--- src/rtl/pong_vga_pkg.sv ---
// pong_vga_pkg: 640x480@60 raster constants and axis phase type,
// shared by the timing generator, renderer and game logic.
package pong_vga_pkg;

    localparam int VGA_H_ACTIVE = 640;
    localparam int VGA_H_FRONT  = 16;
    localparam int VGA_H_SYNC   = 96;
    localparam int VGA_H_BACK   = 48;
    localparam int VGA_V_ACTIVE = 480;
    localparam int VGA_V_FRONT  = 10;
    localparam int VGA_V_SYNC   = 2;
    localparam int VGA_V_BACK   = 33;

    localparam int VGA_H_TOTAL =
        VGA_H_ACTIVE + VGA_H_FRONT + VGA_H_SYNC + VGA_H_BACK;
    localparam int VGA_V_TOTAL =
        VGA_V_ACTIVE + VGA_V_FRONT + VGA_V_SYNC + VGA_V_BACK;

    localparam int VGA_HS_START = VGA_H_ACTIVE + VGA_H_FRONT;
    localparam int VGA_HS_END   = VGA_HS_START + VGA_H_SYNC - 1;
    localparam int VGA_VS_START = VGA_V_ACTIVE + VGA_V_FRONT;
    localparam int VGA_VS_END   = VGA_VS_START + VGA_V_SYNC - 1;

    localparam int VGA_POS_W = 10;
    localparam int VGA_FC_W  = 6;
    localparam int VGA_RGB_W = 6;
    localparam int VGA_BAR_PX = 80;

    typedef enum logic [1:0] {
        ACTIVE,
        FRONT,
        SYNC,
        BACK
    } axis_phase_e;

    // Colour bar k expands each index bit into a 2-bit channel.
    function automatic logic [VGA_RGB_W-1:0] bar_rgb(input logic [2:0] k);
        return {k[2], k[2], k[1], k[1], k[0], k[0]};
    endfunction

endpackage

--- src/rtl/vga_timing_gen_if.sv ---
// vga_timing_gen_if: raster bundle from the timing generator to the
// renderer. master = generator (drives raster), slave = consumer.
interface vga_timing_gen_if;

    logic                                pix_en;
    logic [pong_vga_pkg::VGA_POS_W-1:0]  hpos;
    logic [pong_vga_pkg::VGA_POS_W-1:0]  vpos;
    logic                                hsync;
    logic                                vsync;
    logic                                display_on;
    logic                                line_start;
    logic                                frame_start;
    logic                                game_tick;
    logic [pong_vga_pkg::VGA_FC_W-1:0]   frame_count;
    logic [pong_vga_pkg::VGA_RGB_W-1:0]  pattern_rgb;

    modport master (
        input  pix_en,
        output hpos, vpos, hsync, vsync, display_on,
        output line_start, frame_start, game_tick,
        output frame_count, pattern_rgb
    );

    modport slave (
        input pix_en, hpos, vpos, hsync, vsync, display_on,
        input line_start, frame_start, game_tick,
        input frame_count, pattern_rgb
    );

endinterface

--- src/rtl/vga_axis_counter.sv ---
// vga_axis_counter: one raster axis. Ports: clk, rst_n, en_i (advance),
// cnt_o/cnt_nx_o (current/next count), wrap_o (last count + en), sync_o.
module vga_axis_counter
    import pong_vga_pkg::*;
#(
    parameter int A_LEN    = VGA_H_ACTIVE,
    parameter int F_LEN    = VGA_H_FRONT,
    parameter int S_LEN    = VGA_H_SYNC,
    parameter int B_LEN    = VGA_H_BACK,
    parameter bit SYNC_POL = 1'b0,
    parameter int W        = VGA_POS_W
) (
    input  logic         clk,
    input  logic         rst_n,
    input  logic         en_i,
    output logic [W-1:0] cnt_o,
    output logic [W-1:0] cnt_nx_o,
    output logic         wrap_o,
    output logic         sync_o
);

    localparam int TOTAL = A_LEN + F_LEN + S_LEN + B_LEN;
    localparam logic [W-1:0] LAST_A = W'(A_LEN - 1);
    localparam logic [W-1:0] LAST_F = W'(A_LEN + F_LEN - 1);
    localparam logic [W-1:0] LAST_S = W'(A_LEN + F_LEN + S_LEN - 1);
    localparam logic [W-1:0] LAST   = W'(TOTAL - 1);

    logic [W-1:0] cnt_q, cnt_d;
    logic         wrap;
    axis_phase_e  phase_q;
    logic         sync_q;

    always_comb begin
        wrap  = en_i && (cnt_q == LAST);
        cnt_d = cnt_q;
        if (en_i) begin
            cnt_d = wrap ? '0 : cnt_q + 1'b1;
        end
    end

    always_ff @(posedge clk or negedge rst_n) begin
        if (!rst_n) begin
            cnt_q <= '0;
        end else begin
            cnt_q <= cnt_d;
        end
    end

    // Phase changes on the same edge as the count, so sync_q is
    // already aligned with the count it describes.
    always_ff @(posedge clk or negedge rst_n) begin
        if (!rst_n) begin
            phase_q <= ACTIVE;
            sync_q  <= ~SYNC_POL;
        end else if (en_i) begin
            unique case (phase_q)
                ACTIVE: begin
                    if (cnt_q == LAST_A) phase_q <= FRONT;
                end
                FRONT: begin
                    if (cnt_q == LAST_F) begin
                        phase_q <= SYNC;
                        sync_q  <= SYNC_POL;
                    end
                end
                SYNC: begin
                    if (cnt_q == LAST_S) begin
                        phase_q <= BACK;
                        sync_q  <= ~SYNC_POL;
                    end
                end
                BACK: begin
                    if (cnt_q == LAST) phase_q <= ACTIVE;
                end
                default: phase_q <= ACTIVE;
            endcase
        end
    end

    assign cnt_o    = cnt_q;
    assign cnt_nx_o = cnt_d;
    assign wrap_o   = wrap;
    assign sync_o   = sync_q;

endmodule

--- src/rtl/vga_timing_gen.sv ---
// vga_timing_gen: VGA raster, sync, strobes and game tick. Ports: clk,
// rst_n, bus (master). Macro VGA_TEST_PATTERN_EN enables colour bars.
module vga_timing_gen
    import pong_vga_pkg::*;
#(
    parameter int H_ACTIVE  = VGA_H_ACTIVE,
    parameter int H_FRONT   = VGA_H_FRONT,
    parameter int H_SYNC    = VGA_H_SYNC,
    parameter int H_BACK    = VGA_H_BACK,
    parameter int V_ACTIVE  = VGA_V_ACTIVE,
    parameter int V_FRONT   = VGA_V_FRONT,
    parameter int V_SYNC    = VGA_V_SYNC,
    parameter int V_BACK    = VGA_V_BACK,
    parameter bit SYNC_POL  = 1'b0,
    parameter int FRAME_DIV = 2
) (
    input logic              clk,
    input logic              rst_n,
    vga_timing_gen_if.master bus
);

    localparam int W  = VGA_POS_W;
    localparam int FW = VGA_FC_W;

    logic [W-1:0]  h_q, h_nx, v_q, v_nx;
    logic          h_wrap, v_wrap, hs, vs;
    logic          disp_d, disp_q;
    logic          line_q, frame_q, tick_d, tick_q;
    logic [FW-1:0] fc_d, fc_q;

    vga_axis_counter #(
        .A_LEN(H_ACTIVE), .F_LEN(H_FRONT),
        .S_LEN(H_SYNC), .B_LEN(H_BACK),
        .SYNC_POL(SYNC_POL), .W(W)
    ) u_h (
        .clk(clk), .rst_n(rst_n), .en_i(bus.pix_en),
        .cnt_o(h_q), .cnt_nx_o(h_nx),
        .wrap_o(h_wrap), .sync_o(hs)
    );

    // Vertical axis steps only on the horizontal wrap.
    vga_axis_counter #(
        .A_LEN(V_ACTIVE), .F_LEN(V_FRONT),
        .S_LEN(V_SYNC), .B_LEN(V_BACK),
        .SYNC_POL(SYNC_POL), .W(W)
    ) u_v (
        .clk(clk), .rst_n(rst_n), .en_i(h_wrap),
        .cnt_o(v_q), .cnt_nx_o(v_nx),
        .wrap_o(v_wrap), .sync_o(vs)
    );

    // Flags come from the next counts so they land with the counts.
    // h_wrap/v_wrap already include pix_en, so strobes die on stalls.
    always_comb begin
        disp_d = (h_nx < W'(H_ACTIVE)) && (v_nx < W'(V_ACTIVE));
        fc_d   = fc_q;
        if (v_wrap) begin
            fc_d = (fc_q == FW'(FRAME_DIV - 1)) ? '0 : fc_q + 1'b1;
        end
        tick_d = v_wrap && (fc_d == '0);
    end

    always_ff @(posedge clk or negedge rst_n) begin
        if (!rst_n) begin
            disp_q  <= 1'b0;
            line_q  <= 1'b0;
            frame_q <= 1'b0;
            tick_q  <= 1'b0;
            fc_q    <= '0;
        end else begin
            disp_q  <= disp_d;
            line_q  <= h_wrap;
            frame_q <= v_wrap;
            tick_q  <= tick_d;
            fc_q    <= fc_d;
        end
    end

`ifdef VGA_TEST_PATTERN_EN
    logic [2:0]           bar;
    logic [VGA_RGB_W-1:0] pat_q;

    assign bar = 3'(h_nx / W'(VGA_BAR_PX));

    always_ff @(posedge clk or negedge rst_n) begin
        if (!rst_n) begin
            pat_q <= '0;
        end else begin
            pat_q <= disp_d ? bar_rgb(bar) : '0;
        end
    end

    assign bus.pattern_rgb = pat_q;
`else
    assign bus.pattern_rgb = '0;
`endif

    assign bus.hpos        = h_q;
    assign bus.vpos        = v_q;
    assign bus.hsync       = hs;
    assign bus.vsync       = vs;
    assign bus.display_on  = disp_q;
    assign bus.line_start  = line_q;
    assign bus.frame_start = frame_q;
    assign bus.game_tick   = tick_q;
    assign bus.frame_count = fc_q;

endmodule
--- src/flat_wrapper.sv ---
// flat-port wrapper written by rule: the top's interface ports become plain ports
module vga_timing_gen_flat import pong_vga_pkg::*;
#(
    parameter int H_ACTIVE  = VGA_H_ACTIVE,
    parameter int H_FRONT   = VGA_H_FRONT,
    parameter int H_SYNC    = VGA_H_SYNC,
    parameter int H_BACK    = VGA_H_BACK,
    parameter int V_ACTIVE  = VGA_V_ACTIVE,
    parameter int V_FRONT   = VGA_V_FRONT,
    parameter int V_SYNC    = VGA_V_SYNC,
    parameter int V_BACK    = VGA_V_BACK,
    parameter bit SYNC_POL  = 1'b0,
    parameter int FRAME_DIV = 2
)
  (clk, rst_n, bus_pix_en, bus_hpos, bus_vpos, bus_hsync, bus_vsync, bus_display_on, bus_line_start, bus_frame_start, bus_game_tick, bus_frame_count, bus_pattern_rgb);
  vga_timing_gen_if bus_i ();
  input logic clk;
  input logic rst_n;
  input wire logic [$bits(bus_i.pix_en)-1:0] bus_pix_en;
  output wire logic [$bits(bus_i.hpos)-1:0] bus_hpos;
  output wire logic [$bits(bus_i.vpos)-1:0] bus_vpos;
  output wire logic [$bits(bus_i.hsync)-1:0] bus_hsync;
  output wire logic [$bits(bus_i.vsync)-1:0] bus_vsync;
  output wire logic [$bits(bus_i.display_on)-1:0] bus_display_on;
  output wire logic [$bits(bus_i.line_start)-1:0] bus_line_start;
  output wire logic [$bits(bus_i.frame_start)-1:0] bus_frame_start;
  output wire logic [$bits(bus_i.game_tick)-1:0] bus_game_tick;
  output wire logic [$bits(bus_i.frame_count)-1:0] bus_frame_count;
  output wire logic [$bits(bus_i.pattern_rgb)-1:0] bus_pattern_rgb;
  assign bus_i.pix_en = bus_pix_en;
  assign bus_hpos = bus_i.hpos;
  assign bus_vpos = bus_i.vpos;
  assign bus_hsync = bus_i.hsync;
  assign bus_vsync = bus_i.vsync;
  assign bus_display_on = bus_i.display_on;
  assign bus_line_start = bus_i.line_start;
  assign bus_frame_start = bus_i.frame_start;
  assign bus_game_tick = bus_i.game_tick;
  assign bus_frame_count = bus_i.frame_count;
  assign bus_pattern_rgb = bus_i.pattern_rgb;
  vga_timing_gen #(.H_ACTIVE(H_ACTIVE), .H_FRONT(H_FRONT), .H_SYNC(H_SYNC), .H_BACK(H_BACK), .V_ACTIVE(V_ACTIVE), .V_FRONT(V_FRONT), .V_SYNC(V_SYNC), .V_BACK(V_BACK), .SYNC_POL(SYNC_POL), .FRAME_DIV(FRAME_DIV)) u_core (.clk(clk), .rst_n(rst_n), .bus(bus_i));
endmodule
--- config.mk ---
export PLATFORM = sky130hd
export DESIGN_NAME = vga_timing_gen_flat
export DESIGN_NICKNAME = d
export VERILOG_FILES = /design/src/rtl/pong_vga_pkg.sv /design/src/rtl/vga_timing_gen_if.sv /design/src/rtl/vga_axis_counter.sv /design/src/rtl/vga_timing_gen.sv /design/src/flat_wrapper.sv
export SDC_FILE = /design/constraint.sdc
export NUM_CORES = 1
export LEC_CHECK = 0
export ABC_AREA = 1
export CAP_MARGIN = 30
export CORE_MARGIN = 5
export CORE_UTILIZATION = 40
export CTS_CLUSTER_SIZE = 30
export DETAILED_ROUTE_END_ITERATION = 8
export PLACE_DENSITY = 0.64
export RECOVER_POWER = 50
export SETUP_SLACK_MARGIN = 0.5
export SYNTH_ARGS = -nofsm -noshare
export SYNTH_HDL_FRONTEND = slang
export SYNTH_SLANG_ARGS = --single-unit
export TNS_END_PERCENT = 30
--- constraint.sdc ---
create_clock -name clk -period 2.07 [get_ports clk]
set_input_delay 0.621 -clock clk [delete_from_list [all_inputs] [get_ports clk]]
set_output_delay 0.621 -clock clk [all_outputs]
set_load 0.05 [all_outputs]
# Word-level counts from Yosys, hierarchy flattened

Index checks and enable logic that the tools add are counted.
Widths: inputs -> output; s select.

Flip-flop bits (word level): 36
Bits in latches: 0
Bits in writable memories: 0
Bits in read-only memories: 0
Input bits: 3
Word-level logic and storage cells: 74
Memories kept: 0

Add/sub/neg operators: 3
$mul: 0
Div/mod/pow operators: 0
Order comparisons: 2
Equal/unequal tests: 23
Shift operators: 0
Multiplexer cells: 22
Bitwise logic cells: 0
Reduce and logical (&&, ||, !) cells: 13

Operator list:

| cell                  | number |
|---|---|
| $eq 10x10->1 const B  | 5 |
| $mux 10               | 4 |
| $eq 10x9->1 const B   | 3 |
| $add 10x1->10 const B | 2 |
| $mux 2                | 8 |
| $ne 2x2->1 const B    | 8 |
| $pmux 2 s4            | 2 |
| $mux 6                | 2 |
| $lt 10x10->1 const B  | 1 |
| $lt 10x9->1 const B   | 1 |
| $reduce_and 5->1      | 2 |
| $eq 2x2->1 const B    | 4 |
| $reduce_and 4->1      | 2 |
| $add 6x1->6 const B   | 1 |
| $eq 6x1->1 const B    | 1 |
| $logic_not 6->1       | 1 |
| $eq 2x1->1 const B    | 2 |
| $logic_and 1x1->1     | 4 |
| $logic_not 2->1       | 2 |
| $mux 1                | 4 |
| $pmux 1 s2            | 2 |
| $reduce_bool 2->1     | 2 |

# Depth between registers and ports, before layout

Depth in word-level cells: 7
Depth in mapped cells: 12
Gate-level depth less buffers: 12

# Modules after synthesis

Synthesis repeated with hierarchy kept, for this count alone.

Cells, all modules: 300
Area total of the unflattened synthesis: 2,306.0 µm²

Modules (own cells, without submodules):

| module                        | times used | cells an instance | area each (µm²) | sequential area each (µm²) |
|---|---|---|---|---|
| vga_axis_counter (u_core.u_v) | 1          | 111               | 865.8           | 326.6 |
| vga_axis_counter (u_core.u_h) | 1          | 115               | 859.6           | 326.6 |
| vga_timing_gen                | 1          | 74                | 580.6           | 250.2 |

# Least setup slack after synthesis

OpenSTA, ideal clock, no wires.

Kind: reg-to-reg
From: register u_core.u_h.cnt_q[0] (netlist: u_core.u_h.cnt_o[0])
To: register u_core.disp_q (netlist: u_core.bus.display_on)
Setup time: 0.117 ns
Arrival: 1.779 ns
Path slack: 0.175 ns
Stages on the path, launching flop included: 13
Cell sequence: dfrtp_1 -> ha_1 -> nand2_2 -> nor2_4 -> nand2_2 -> inv_1 -> nand2_2 -> nor2_1 -> nand2_1 -> nand2_1 -> nand2_1 -> nor2_1 -> nor2_1

Word-level cells in the longest chain between the ends: 7
Elaborated cells on any way between the ends: 11

RTL lines:

| item                                                                  | RTL line               | source |
|---|---|---|
| from (decl)                                                           | vga_axis_counter.sv:28 | `logic [W-1:0] cnt_q, cnt_d;` |
| from (signal assigned)                                                | vga_axis_counter.sv:45 | `cnt_q <= cnt_d;` |
| parallel branches: the longest is 6 deep, another holds $add 10x1->10 | --                     |  |
| $logic_and 1x1->1 *                                                   | vga_timing_gen.sv:55   | `disp_d = (h_nx < W'(H_ACTIVE)) && (v_nx < W'(V_ACTIVE));` |
| via u_core.disp_d                                                     | vga_timing_gen.sv:27   | `logic disp_d, disp_q;` |
| to (signal assigned)                                                  | vga_timing_gen.sv:71   | `disp_q <= disp_d;` |
| to (decl)                                                             | vga_timing_gen.sv:27   |  |

Mark *: on every way through the listed nets, which the timed path passes.
A chain may end at the register's enable or synchronous reset.

# Worst setup path after layout

From: register u_core.u_h.cnt_q[1] (netlist: u_core.u_h.cnt_o[1])
To: register u_core.disp_q (netlist: u_core.bus.display_on)

Word-level cells in the longest chain between the ends: 7
Elaborated cells on any way between the ends: 11

RTL lines:

| item                       | RTL line               | source |
|---|---|---|
| $eq 10x10->1 *             | vga_axis_counter.sv:34 | `wrap = en_i && (cnt_q == LAST);` |
| $logic_and 1x1->1 *        | vga_axis_counter.sv:34 |  |
| $logic_and 1x1->1          | vga_axis_counter.sv:34 |  |
| $mux 10                    | vga_axis_counter.sv:37 | `cnt_d = wrap ? '0 : cnt_q + 1'b1;` |
| $mux 10 *                  | vga_axis_counter.sv:36 | `if (en_i) begin` |
| via u_core.u_v.cnt_nx_o[5] | vga_axis_counter.sv:17 | `output logic [W-1:0] cnt_nx_o,` |
| $lt 10x9->1 *              | vga_timing_gen.sv:55   |  |
| $logic_and 1x1->1 *        | vga_timing_gen.sv:55   |  |
| via u_core.disp_d          | vga_timing_gen.sv:27   |  |

The timed path passes the listed nets; every way through them passes the cells marked *.

==> key figures <==
CTS
  – CTS tree: yes
  – Number of buffers created by CTS: 5
  – # H-tree levels: 2
  – Clock Tree Buf Depth: 2
  – Clock slew at reported path FFs: 80 ps
  – Insertion delay to the later sink of the worst-skew pair: 300 ps
  – Count of clock tree sinks: 36
  – Clock Root Buffer: sky130_fd_sc_hd__clkbuf_8

STA
  – Crit path setup slack, layout: roughly 350 ps
  – Achievable clock frequency: 582 MHz
  – Number of hold violations in the final report: 0
  – Transition time at the pin with the least slew margin: 919 ps
  – Post-route minimum period: about 1700 ps
  – Final setup violating endpoints: 0
  – Final setup skew: about 9.4 ps
  – RSZ-0062 raised after global routing: yes
  – Final cycle utilization of the critical path: between 80% and 90%
  – Worst slew margin: 38.8%
  – Number of slew-limit violations in the final report: 0
  – Total negative slack for setup checks: 0 ps

Routing
  – First DRT Iteration DRCs: ~120
  – Router iterations before antenna repair: 4
  – Detailed-route vias per instance: approximately 4.8
  – WL/cell: between 10 and 15 um
  – Via total after detailed routing: ~2200
  – Number of remaining DRC errors: 0
  – Residual antenna-violating net count after detailed routing: 0
  – Final routed wirelength across all metal layers: roughly 5400 um

GRT
  – Number of antenna violations at the first check in global routing: 0
  – Wire length of the first global-routing pass: between 9000 and 10000 um
  – Total overflow reported by the global router: 0
  – Maximum number of pins on one net before global-route repair: 37
  – Number of global-route vias before repair: between 2000 and 2500
  – All-Layer GR Usage: between 15 and 20%

Power
  – Combinational fraction of design power: between 30% and 40%
  – Internal: 1.37 mW
  – Share of total power consumed by net switching: slightly below 40%
  – Switching power summed over all nets: between 800 and 900 uW
  – Worst-case vdd ir drop: between 0.4 and 0.5 mV
  – Lkg Pwr: about 1.6 nW
  – Clock network power share: ~28%
  – Pwr/cell area: between 700 and 800 nW/um^2
  – Final Total Pwr: ~2.2 mW
  – Share of power burned in registers: 40.8%

Final layout
  – Layout Utilization: between 50% and 60%
  – Nets@finish: slightly below 400
  – Final cell count without fillers: 451
  – Antenna diode instance count: 0
  – Fraction of final layout cells with drive strength greater than 1: between 30% and 40%
  – Layout Area Growth over Synthesis: 36.9%

Floorplanning
  – I/O pin cnt: slightly above 40
  – Y dimension of the die: approximately 85 um
  – Core area: roughly 5500 sq um
  – Starting density of the core: between 40% and 50%
  – Die ar.: a little over 7000 sq um
  – X dimension of the die: ~85 um
  – Standard-cell rows: 27

Setup path
  – Worst path depth: 11
  – Slowest library cell on the worst path: sky130_fd_sc_hd__dfrtp_2
  – Crit path launch type: flip-flop
  – Critical path, cell by cell: ha_1, nand2_1, nor2_4, nand2_4, nor2_4, buf_6, buf_4, o21ai_2, nand2_1, nor2_1, nor2_2
  – Reg2reg path depth: 11
  – Family with the most delay on the worst path: simple AND/OR/NAND/NOR gates
  – Element type at the critical path end: flip-flop
  – Critical path class: reg2reg
  – Arrival time of data at the critical path endpoint: 1900 ps
  – Maximum fanout along the worst path: 6
  – Critical path data required time: about 2300 ps
  – Crit path buf inv count: 2
  – Critical path's largest stage delay: roughly 430 ps

Synthesis
  – Seq cells post-synth: 36
  – Combined area of all synthesized cells: roughly 2300 sq um
  – Top cells by instance count after synthesis: 87 x sky130_fd_sc_hd__nand2_1, 39 x sky130_fd_sc_hd__inv_1, 38 x sky130_fd_sc_hd__nor2_1
  – Fraction of synthesis flops using an asynchronous set or reset pin: between 90% and 100%
  – Syn Inst Count: 306
  – Fraction of the yosys area taken by sequential cells: 39.8%
  – Leading area contributor after synthesis: sky130_fd_sc_hd__dfrtp_1
  – Primary flip-flop cell chosen by synthesis mapping: sky130_fd_sc_hd__dfrtp_1
  – Warning count from the yosys run: 0
  – Post-Synthesis Mean Instance Area: ~7.4 sq um
  – Top cells by area, synth: sky130_fd_sc_hd__dfrtp_1 38%, sky130_fd_sc_hd__nand2_1 14%, sky130_fd_sc_hd__ha_1 8.8%, sky130_fd_sc_hd__inv_1 6.5%, sky130_fd_sc_hd__nor2_1 6.3%
  – Number of distinct library cells after synthesis: 29
  – Proportion of netlist area held by the largest area contributor: 37.5%
  – Most frequently used cell type in the post-synthesis netlist: sky130_fd_sc_hd__nand2_1
  – EDFF count, synth: 0

Run
  – Max-cap violations: 0

Placement
  – Placer Congestion: between 0.8 and 0.9
  – Placed instance count: about 430
  – Total of buffers placed on input and output ports: 34
  – DP Worst Slack: -199 ps
  – Post-detailed-placement half-perimeter wirelength: about 3800 um

Hold path
  – Worst min-delay path class: reg2reg
  – Cells on Worst Hold Path: 2

Outcome
  – Status: complete, no violations
==> cell type report <==
class / count / area [sq um]
Clock buffer: 5 / 68.8
Fill cell: 532 / 2400
Multi-Input combinational cell: 225 / 1270
Tap cell: 72 / 90.1
Inverter: 40 / 153
Sequential cell: 36 / 923
Timing Repair Buffer: 70 / 554
Clock inverter: 3 / 42.5
==> worst paths after layout <==
kind / slack (ps) / endpoint / startpoint
hold reg to reg: 470 / u_core.u_h.sync_o$_DFFE_PN1P_ / u_core.u_h.sync_o$_DFFE_PN1P_
setup reg to reg: 350 / u_core.bus.display_on$_DFF_PN0_ / u_core.u_h.cnt_o[1]$_DFFE_PN0P_
min in group asynchronous: 530 / u_core.u_h.cnt_o[1]$_DFFE_PN0P_ / rst_n
max in group asynchronous: 910 / u_core.u_v.cnt_o[6]$_DFF_PN0_ / rst_n
setup / recovery: 350 / u_core.bus.display_on$_DFF_PN0_ / u_core.u_h.cnt_o[1]$_DFFE_PN0P_
hold / removal: 470 / u_core.u_h.sync_o$_DFFE_PN1P_ / u_core.u_h.sync_o$_DFFE_PN1P_
==> tightest hold or removal path, stage by stage (launching register included) <==
cell and delay [ps]:
sky130_fd_sc_hd__dfstp_2 380, sky130_fd_sc_hd__nand2_1 50, sky130_fd_sc_hd__nand2_1 40
==> per-layer routing <==
layer / routed length (um) / vias up / track usage (%)
li1: - / 1098 / -
met1: 2460 / 1002 / 19.7
met2: 2530 / 51 / 24.7
met3: 280 / 9 / 3.79
met4: 85 / 0 / 5.32
met5: 0 / - / 0
==> placed cells by master (no fill, tap or decap), types with 3 or more instances in the layout <==
| cell type | instances |
|---|---|
| sky130_fd_sc_hd__a21oi_1 | 7 |
| sky130_fd_sc_hd__buf_4 | 59 |
| sky130_fd_sc_hd__buf_6 | 4 |
| sky130_fd_sc_hd__clkbuf_8 | 5 |
| sky130_fd_sc_hd__conb_1 | 6 |
| sky130_fd_sc_hd__dfrtp_1 | 18 |
| sky130_fd_sc_hd__dfrtp_2 | 16 |
| sky130_fd_sc_hd__ha_1 | 14 |
| sky130_fd_sc_hd__inv_1 | 34 |
| sky130_fd_sc_hd__inv_2 | 5 |
| sky130_fd_sc_hd__nand2_1 | 85 |
| sky130_fd_sc_hd__nand2_2 | 5 |
| sky130_fd_sc_hd__nand2_4 | 3 |
| sky130_fd_sc_hd__nand3_1 | 22 |
| sky130_fd_sc_hd__nand3_2 | 4 |
| sky130_fd_sc_hd__nand4_1 | 6 |
| sky130_fd_sc_hd__nor2_1 | 30 |
| sky130_fd_sc_hd__nor2_2 | 7 |
| sky130_fd_sc_hd__nor2_4 | 6 |
| sky130_fd_sc_hd__nor3_1 | 3 |
| sky130_fd_sc_hd__o21ai_0 | 4 |
| sky130_fd_sc_hd__o21ai_1 | 4 |
| sky130_fd_sc_hd__xnor2_1 | 4 |
==> power groups by stage <==
stage,combinational [mW],clock [mW],sequential (mW)
after detailed placement,0.675,0,0.928
final,0.686,0.639,0.913
after global placement,0.670,0,0.925
after global routing,0.733,0.679,0.925
after floorplan,0.257,0,1.12
after CTS,0.699,0.657,0.914
==> cells by family after synthesis <==
logic type,after synthesis,share of synthesized area (%)
AO/OA/AOI/OAI,20,4.74
XOR/XNOR,6,2.32
adder cells (fa/ha/maj),16,8.83
buffers and inverters,51,10.5
flip-flops,36,39.8
other,1,0.165
AND/OR/NAND/NOR,176,33.6
==> per-stage QoR <==
stage | hold slack, ps | area, sq um
after floorplan | 325 | 2350
after global placement | 449 | 2780
after detailed placement | 453 | 2780
after CTS | 369 | 3030
after global routing | 490 | 3110
final | 472 | 3110
==> flip-flops by register name (all words and copies together) (netlist names) <==
signal                  count
u_core.bus.frame_start      1
u_core.u_h.phase_q          2
u_core.u_h.sync_o           1
u_core.u_v.sync_o           1
u_core.u_h.cnt_o           10
u_core.bus.display_on       1
u_core.u_v.cnt_o           10
u_core.u_v.phase_q          2
u_core.bus.line_start       1
u_core.bus.game_tick        1
u_core.bus.frame_count      6
==> repair_timing <==
action,4_1_cts,5_1_grt
gates cloned,1,0
hold buffers,0,0
resized for setup,23,16
buffers inserted,9,6
pin swaps,8,3
setup endpoints to repair,50,48
(Power assumes the default switching activity.)
